### config.mk
export PLATFORM = sky130hd
export DESIGN_NAME = game_timer_ctrl_flat
export DESIGN_NICKNAME = d
export VERILOG_FILES = /design/src/rtl/game_timer_ctrl_if.sv /design/src/rtl/game_timer_ctrl.sv /design/src/flat_wrapper.sv
export SDC_FILE = /design/constraint.sdc
export NUM_CORES = 1
export LEC_CHECK = 0
export BUFFER_PORTS_ARGS = -buffer_cell sky130_fd_sc_hd__buf_2
export CORE_UTILIZATION = 35
export CTS_CLUSTER_DIAMETER = 200
export DETAILED_ROUTE_END_ITERATION = 6
export SLEW_MARGIN = 20
export SYNTH_ARGS = -nofsm -noshare
export SYNTH_HDL_FRONTEND = slang
export SYNTH_SLANG_ARGS = --single-unit
### constraint.sdc
create_clock -name CLOCK10M -period 4.25 [get_ports CLOCK10M]
set_input_delay 0.6375 -clock CLOCK10M [delete_from_list [all_inputs] [get_ports CLOCK10M]]
set_output_delay 0.6375 -clock CLOCK10M [all_outputs]
set_load 0.01 [all_outputs]
### src/rtl/game_timer_ctrl_if.sv
// Command and status bundle between the board inputs and the game timer.
// The controller drives commands (master); the timer reports count and state (slave).
interface game_timer_ctrl_if #(
    parameter int WIDTH = 10
);
    logic             start;
    logic             stop;
    logic             clear;
    logic             load;
    logic [WIDTH-1:0] load_value;
    logic             dir;
    logic [1:0]       speed;
    logic             lap;
    logic [WIDTH-1:0] count;
    logic [WIDTH-1:0] lap_count;
    logic             tick;
    logic             wrapped;
    logic             expired;
    logic             running;

    modport master (
        output start, stop, clear, load, load_value, dir, speed, lap,
        input  count, lap_count, tick, wrapped, expired, running
    );

    modport slave (
        input  start, stop, clear, load, load_value, dir, speed, lap,
        output count, lap_count, tick, wrapped, expired, running
    );
endinterface

### src/rtl/game_timer_ctrl.sv
// Game step timer: prescaled run/pause counter with up/down, preset,
// speed select, lap capture and wrap-or-stop terminal handling.
module game_timer_ctrl #(
    parameter int CLK_HZ  = 10_000_000,
    parameter int TICK_HZ = 10,
    parameter int WIDTH   = 10,
    parameter int LIMIT   = 1023,
    parameter bit WRAP    = 1'b0
) (
    input  logic                CLOCK10M,
    input  logic                KEY0,
    game_timer_ctrl_if.slave    bus
);
    localparam int DIV = CLK_HZ / TICK_HZ;
    localparam int PW  = $clog2(DIV + 1);
    localparam logic [PW-1:0]    DIV_V = PW'(DIV);
    localparam logic [WIDTH-1:0] LIM   = WIDTH'(LIMIT);

    typedef enum logic [1:0] {
        S_IDLE,
        S_RUN,
        S_PAUSE,
        S_DONE
    } state_t;

    state_t           state_q, state_d;
    logic [PW-1:0]    presc_q, presc_d;
    logic [PW-1:0]    period;
    logic [WIDTH-1:0] count_q, count_d;
    logic [WIDTH-1:0] lap_q, lap_d;
    logic             tick_q, tick_d;
    logic             wrap_q, wrap_d;
    logic             step;
    logic             at_term;
    logic             can_start;

    // A prescaler already past a shortened period steps on the next cycle.
    assign period    = DIV_V >> bus.speed;
    assign step      = (state_q == S_RUN) && ((presc_q + PW'(1)) >= period);
    assign at_term   = bus.dir ? (count_q == '0) : (count_q == LIM);
    assign can_start = (state_q == S_IDLE) || (state_q == S_PAUSE);

    always_ff @(posedge CLOCK10M or negedge KEY0) begin
        if (!KEY0) begin
            state_q <= S_IDLE;
            presc_q <= '0;
            count_q <= '0;
            lap_q   <= '0;
            tick_q  <= 1'b0;
            wrap_q  <= 1'b0;
        end else begin
            state_q <= state_d;
            presc_q <= presc_d;
            count_q <= count_d;
            lap_q   <= lap_d;
            tick_q  <= tick_d;
            wrap_q  <= wrap_d;
        end
    end

    always_comb begin
        state_d = state_q;
        presc_d = presc_q;
        count_d = count_q;
        lap_d   = lap_q;
        tick_d  = 1'b0;
        wrap_d  = 1'b0;

        if (bus.lap) lap_d = count_q;

        // Accepted commands pre-empt any step falling in the same cycle.
        if (bus.clear) begin
            state_d = S_IDLE;
            count_d = '0;
            presc_d = '0;
        end else if (bus.load && (state_q != S_RUN)) begin
            count_d = (bus.load_value > LIM) ? LIM : bus.load_value;
            if (state_q == S_DONE) state_d = S_PAUSE;
        end else if (bus.start && can_start) begin
            state_d = S_RUN;
        end else if (bus.stop && (state_q == S_RUN)) begin
            state_d = S_PAUSE;
        end else if (step) begin
            presc_d = '0;
            tick_d  = 1'b1;
            if (at_term && !WRAP) begin
                state_d = S_DONE;
            end else if (at_term) begin
                wrap_d  = 1'b1;
                count_d = bus.dir ? LIM : '0;
            end else if (bus.dir) begin
                count_d = count_q - WIDTH'(1);
            end else begin
                count_d = count_q + WIDTH'(1);
            end
        end else if (state_q == S_RUN) begin
            presc_d = presc_q + PW'(1);
        end else if (state_q == S_IDLE) begin
            presc_d = '0;
        end
    end

    assign bus.count     = count_q;
    assign bus.lap_count = lap_q;
    assign bus.tick      = tick_q;
    assign bus.wrapped   = wrap_q;
    assign bus.expired   = (state_q == S_DONE);
    assign bus.running   = (state_q == S_RUN);
endmodule

### src/flat_wrapper.sv
// flat-port wrapper written by rule: the top's interface ports become plain ports
module game_timer_ctrl_flat 
#(
    parameter int CLK_HZ  = 10_000_000,
    parameter int TICK_HZ = 10,
    parameter int WIDTH   = 10,
    parameter int LIMIT   = 1023,
    parameter bit WRAP    = 1'b0
)
  (CLOCK10M, KEY0, bus_start, bus_stop, bus_clear, bus_load, bus_load_value, bus_dir, bus_speed, bus_lap, bus_count, bus_lap_count, bus_tick, bus_wrapped, bus_expired, bus_running);
  game_timer_ctrl_if #(.WIDTH(WIDTH)) bus_i ();
  input  logic CLOCK10M;
  input  logic KEY0;
  input wire logic [$bits(bus_i.start)-1:0] bus_start;
  input wire logic [$bits(bus_i.stop)-1:0] bus_stop;
  input wire logic [$bits(bus_i.clear)-1:0] bus_clear;
  input wire logic [$bits(bus_i.load)-1:0] bus_load;
  input wire logic [$bits(bus_i.load_value)-1:0] bus_load_value;
  input wire logic [$bits(bus_i.dir)-1:0] bus_dir;
  input wire logic [$bits(bus_i.speed)-1:0] bus_speed;
  input wire logic [$bits(bus_i.lap)-1:0] bus_lap;
  output wire logic [$bits(bus_i.count)-1:0] bus_count;
  output wire logic [$bits(bus_i.lap_count)-1:0] bus_lap_count;
  output wire logic [$bits(bus_i.tick)-1:0] bus_tick;
  output wire logic [$bits(bus_i.wrapped)-1:0] bus_wrapped;
  output wire logic [$bits(bus_i.expired)-1:0] bus_expired;
  output wire logic [$bits(bus_i.running)-1:0] bus_running;
  assign bus_i.start = bus_start;
  assign bus_i.stop = bus_stop;
  assign bus_i.clear = bus_clear;
  assign bus_i.load = bus_load;
  assign bus_i.load_value = bus_load_value;
  assign bus_i.dir = bus_dir;
  assign bus_i.speed = bus_speed;
  assign bus_i.lap = bus_lap;
  assign bus_count = bus_i.count;
  assign bus_lap_count = bus_i.lap_count;
  assign bus_tick = bus_i.tick;
  assign bus_wrapped = bus_i.wrapped;
  assign bus_expired = bus_i.expired;
  assign bus_running = bus_i.running;
  game_timer_ctrl #(.CLK_HZ(CLK_HZ), .TICK_HZ(TICK_HZ), .WIDTH(WIDTH), .LIMIT(LIMIT), .WRAP(WRAP)) u_core (.CLOCK10M(CLOCK10M), .KEY0(KEY0), .bus(bus_i));
endmodule
==> impl_results.md <==
* Layout cells sized above 1 at 0.213
* Hold Crit Class: input port to async pin
* Worst endpoint required time at 4.46 ns
* Final Max Tran Viols at 0
* Vias/cell at around 5.5
* #FFs+latches synth at 43
* Worst-margin pin slew at 0.631 ns
* Synth cell types at just under 60
* Final Setup Violations at 0
* Cells after Synth at 347
* Placed insts at 484
* Largest net degree at the start of global routing at 44
* Clock Latency Late Sink at 0.29 ns
* TritonCTS clock tree: built
* Final ANT Viol Nets at 0
* IO Pins at 44
* Overall die height at 97.8 um
* Fin Setup TNS at 0 ns
* Failing checks: design-rule violations
* Initial antenna violation count at 0
* DIE AREA at between 9000 and 10000 um^2
* Unrepaired setup endpoints after global routing: false
* Mapped Avg Cell Area at 9.26 um^2
* Post-route DRC at 4
* Core Region at 8810 um^2
* Max_cap viols at 0
* Synthesized Nets at between 300 and 400
* Net count, final at around 430
* Inserted Diodes at 0
* Global Route Usage Sum at 0.164
* Fmax at roughly 250 MHz
* Worst EP arrival at 4.16 ns
* Hold Buf Count CTS at 0
* Grt ovf at 0
* Critical Path Source Type: flip-flop
* Placer congestion estimate at 0.933
* Yosys warning total at 0
* Drt wl/cell at 15.3 um
* Fillers at between 800 and 900
* Sequential element share of the synthesized area at 0.335
* EDFF count, synth at 0
* Starting Density at 0.365
* Cts bufs inserted at 5
* Die Width at 97.8 um
* Layout Skew at 0.00955 ns
* Grt peak-use layer: met2
* Non-filler cells, final at 493
* Initial DRC count at 149
* Lkg Pwr at 1.72 nW
* Final wirelength at ~7.6 mm
* Max FO, Critical Path at 8
* H-Tree Depth at 2
* Kind of critical path: flip-flop to flip-flop
* CTS Sinks at 43
* Rel. slew slack at 0.576
* Vias in the first global route at 2657
* Ys async rst share at 1.00
* Fin crit share at 0.930
* Power per Cell Area at 275 nW/um^2
* Vias at 2729
* Post-layout min period at 3.95 ns
* First-pass GRT wire length at 12.7 mm
* Clk buf depth at 2
* PortBufs at 42
* DR pass1 iterations at 6
* GR Util met2 at 0.286
* Outcome: finished, violations left
* Clk slew on worst S/H paths at 0.09 ns
* Met3 usage at 0.0208
* Final count of hold timing violations at 0
* Area Overhead vs Synth at 14.7%
* Max rail drop VDD at 0.119 mV
* Crit end category: flip-flop
* # rows at 34
* Met1 Use GR at 0.214
* Post-DP HPWL at 5.64 mm
* Root Buffer: clkbuf_8
* Synthesized area at ~3200 um^2
* Main synth FF type: dfrtp_1
-- state kept, by name, indices dropped and copies added (netlist names) --
register,cells
u_core.bus.count,10
u_core.bus.lap_count,10
u_core.bus.tick,1
u_core.presc_q,20
u_core.state_q,2
-- layer usage --
| metal | wire length, um | share of wire |
|---|---|---|
| met2 | 3700 | 0.49 |
| met4 | 54 | 0.0072 |
| met5 | 0 | 0 |
| met3 | 277 | 0.037 |
| met1 | 3510 | 0.47 |
-- cell usage in the layout, fill, tap and decap left out, types with 7 or more instances in the layout --
master and count:
mux2_2 10, nor3_1 9, a21oi_1 10, nand3_1 12, o21ai_0 7, a311oi_1 7
a32o_1 10, a21o_1 9, inv_1 11, xnor2_1 17, dfrtp_1 42, o21ai_1 9
buf_2 41, ha_1 28, nand4_1 8, nand2_1 41, nor2_1 24
-- timing repair --
item / CTS / global route
setup buffers: 0 / 1
setup endpoints to repair: 0 / 15
resized for setup: 0 / 6
-- power breakdown --
part | leakage [nW] | switching (W) | internal, W
Sequential | 0.580 | 0.0000205 | 0.000427
Clock | 0.0654 | 0.000145 | 0.000235
Combinational | 1.08 | 0.000108 | 0.0000772
-- cell families after synthesis --
family	count (synthesis)	share of synthesized area
buffers and inverters	30	0.0401
muxes	15	0.0506
and+or+nand+nor	129	0.212
AOI/OAI and AO/OA	77	0.183
xor gates and xnor gates	23	0.0627
DFF	43	0.335
adders and majority gates	29	0.115
other	1	0.00117
-- cells in the mapped netlist, types with 2 or more instances --
library cell   n  area [um^2]
a32o_1        10          100
a311oi_1       7         61.3
o31ai_1        3         22.5
mux2i_1        5         50.1
nand2_1       41          154
and2_1         4         25.0
buf_2          7         35.0
or3_1          2         12.5
xnor2_1       17          149
nor3b_1        4         30.0
a21o_1         9         67.6
mux2_2        10          113
nor4_1         2         12.5
a21oi_1       10         50.1
o211ai_1       2         15.0
and4_1         2         17.5
and3_1         6         37.5
nand4_1        8         50.1
inv_1         11         41.3
a2111oi_0      2         17.5
clkbuf_1       9         33.8
nor3_1         9         45.0
ha_1          28          350
buf_4          2         15.0
dfrtp_1       43         1080
a211oi_1       2         15.0
nand2b_1       2         12.5
nor2_1        25         93.8
o21ai_0        7         35.0
a31oi_1        4         25.0
a22oi_1        2         15.0
xor2_1         6         52.6
nand3_1       13         65.1
o21ai_1        9         45.0
-- through the flow --
stage / hold WS [ns] / setup WS, ns / utilization / total power [W] / instance area, um^2
floorplan: 0.342 / 0.577 / - / 0.000572 / 3210
CTS: 0.515 / 0.115 / 0.415 / 0.00103 / 3660
global route: 0.381 / 0.0662 / 0.419 / 0.00107 / 3690
finish: 0.332 / 0.298 / 0.419 / 0.00101 / 3690
global placement: 0.487 / 0.322 / 0.400 / 0.000638 / 3520
detailed placement: 0.494 / 0.134 / 0.400 / 0.000640 / 3520
-- path summary, 6_finish.rpt --
check	startpoint	to	slack, ns	cells after the start
worst min-delay path	KEY0	u_core.bus.tick$_DFF_PN0_	0.33	1
worst max register to register	u_core.presc_q[4]$_DFFE_PN0P_	u_core.bus.count[0]$_DFFE_PN0P_	0.30	15
worst max-delay path	u_core.presc_q[4]$_DFFE_PN0P_	u_core.bus.count[0]$_DFFE_PN0P_	0.30	15
max in group asynchronous	KEY0	u_core.presc_q[3]$_DFFE_PN0P_	3.50	1
min in group CLOCK10M	u_core.bus.lap_count[5]$_DFFE_PN0P_	u_core.bus.lap_count[5]$_DFFE_PN0P_	0.51	1
worst min register to register	u_core.bus.lap_count[5]$_DFFE_PN0P_	u_core.bus.lap_count[5]$_DFFE_PN0P_	0.51	1
-- worst max-delay path, cell delays in order, from the launching register on --
cell      delay [ns]
dfrtp_1         0.43
nand3_1         0.13
or4_4           0.57
nor2_2          0.16
and2_1          0.20
nand2_1         0.08
xnor2_1         0.22
ha_1            0.28
a21o_1          0.16
a21o_1          0.17
a21o_1          0.18
o31a_4          0.39
o31a_1          0.36
buf_4           0.18
xnor2_1         0.12
a211oi_1        0.23
-- final cells by class --
cell class                 count  area [um^2]  area share
clock buffer                   6         72.6      0.0197
clock inverter                 2         60.1      0.0163
inverter                      12         45.0      0.0122
multi-input combinational    274         2030       0.550
sequential                    43         1080       0.292
tap                          108          135      0.0367
timing repair buffer          48          270      0.0733
No activity file was read; power rests on OpenSTA's default activity.
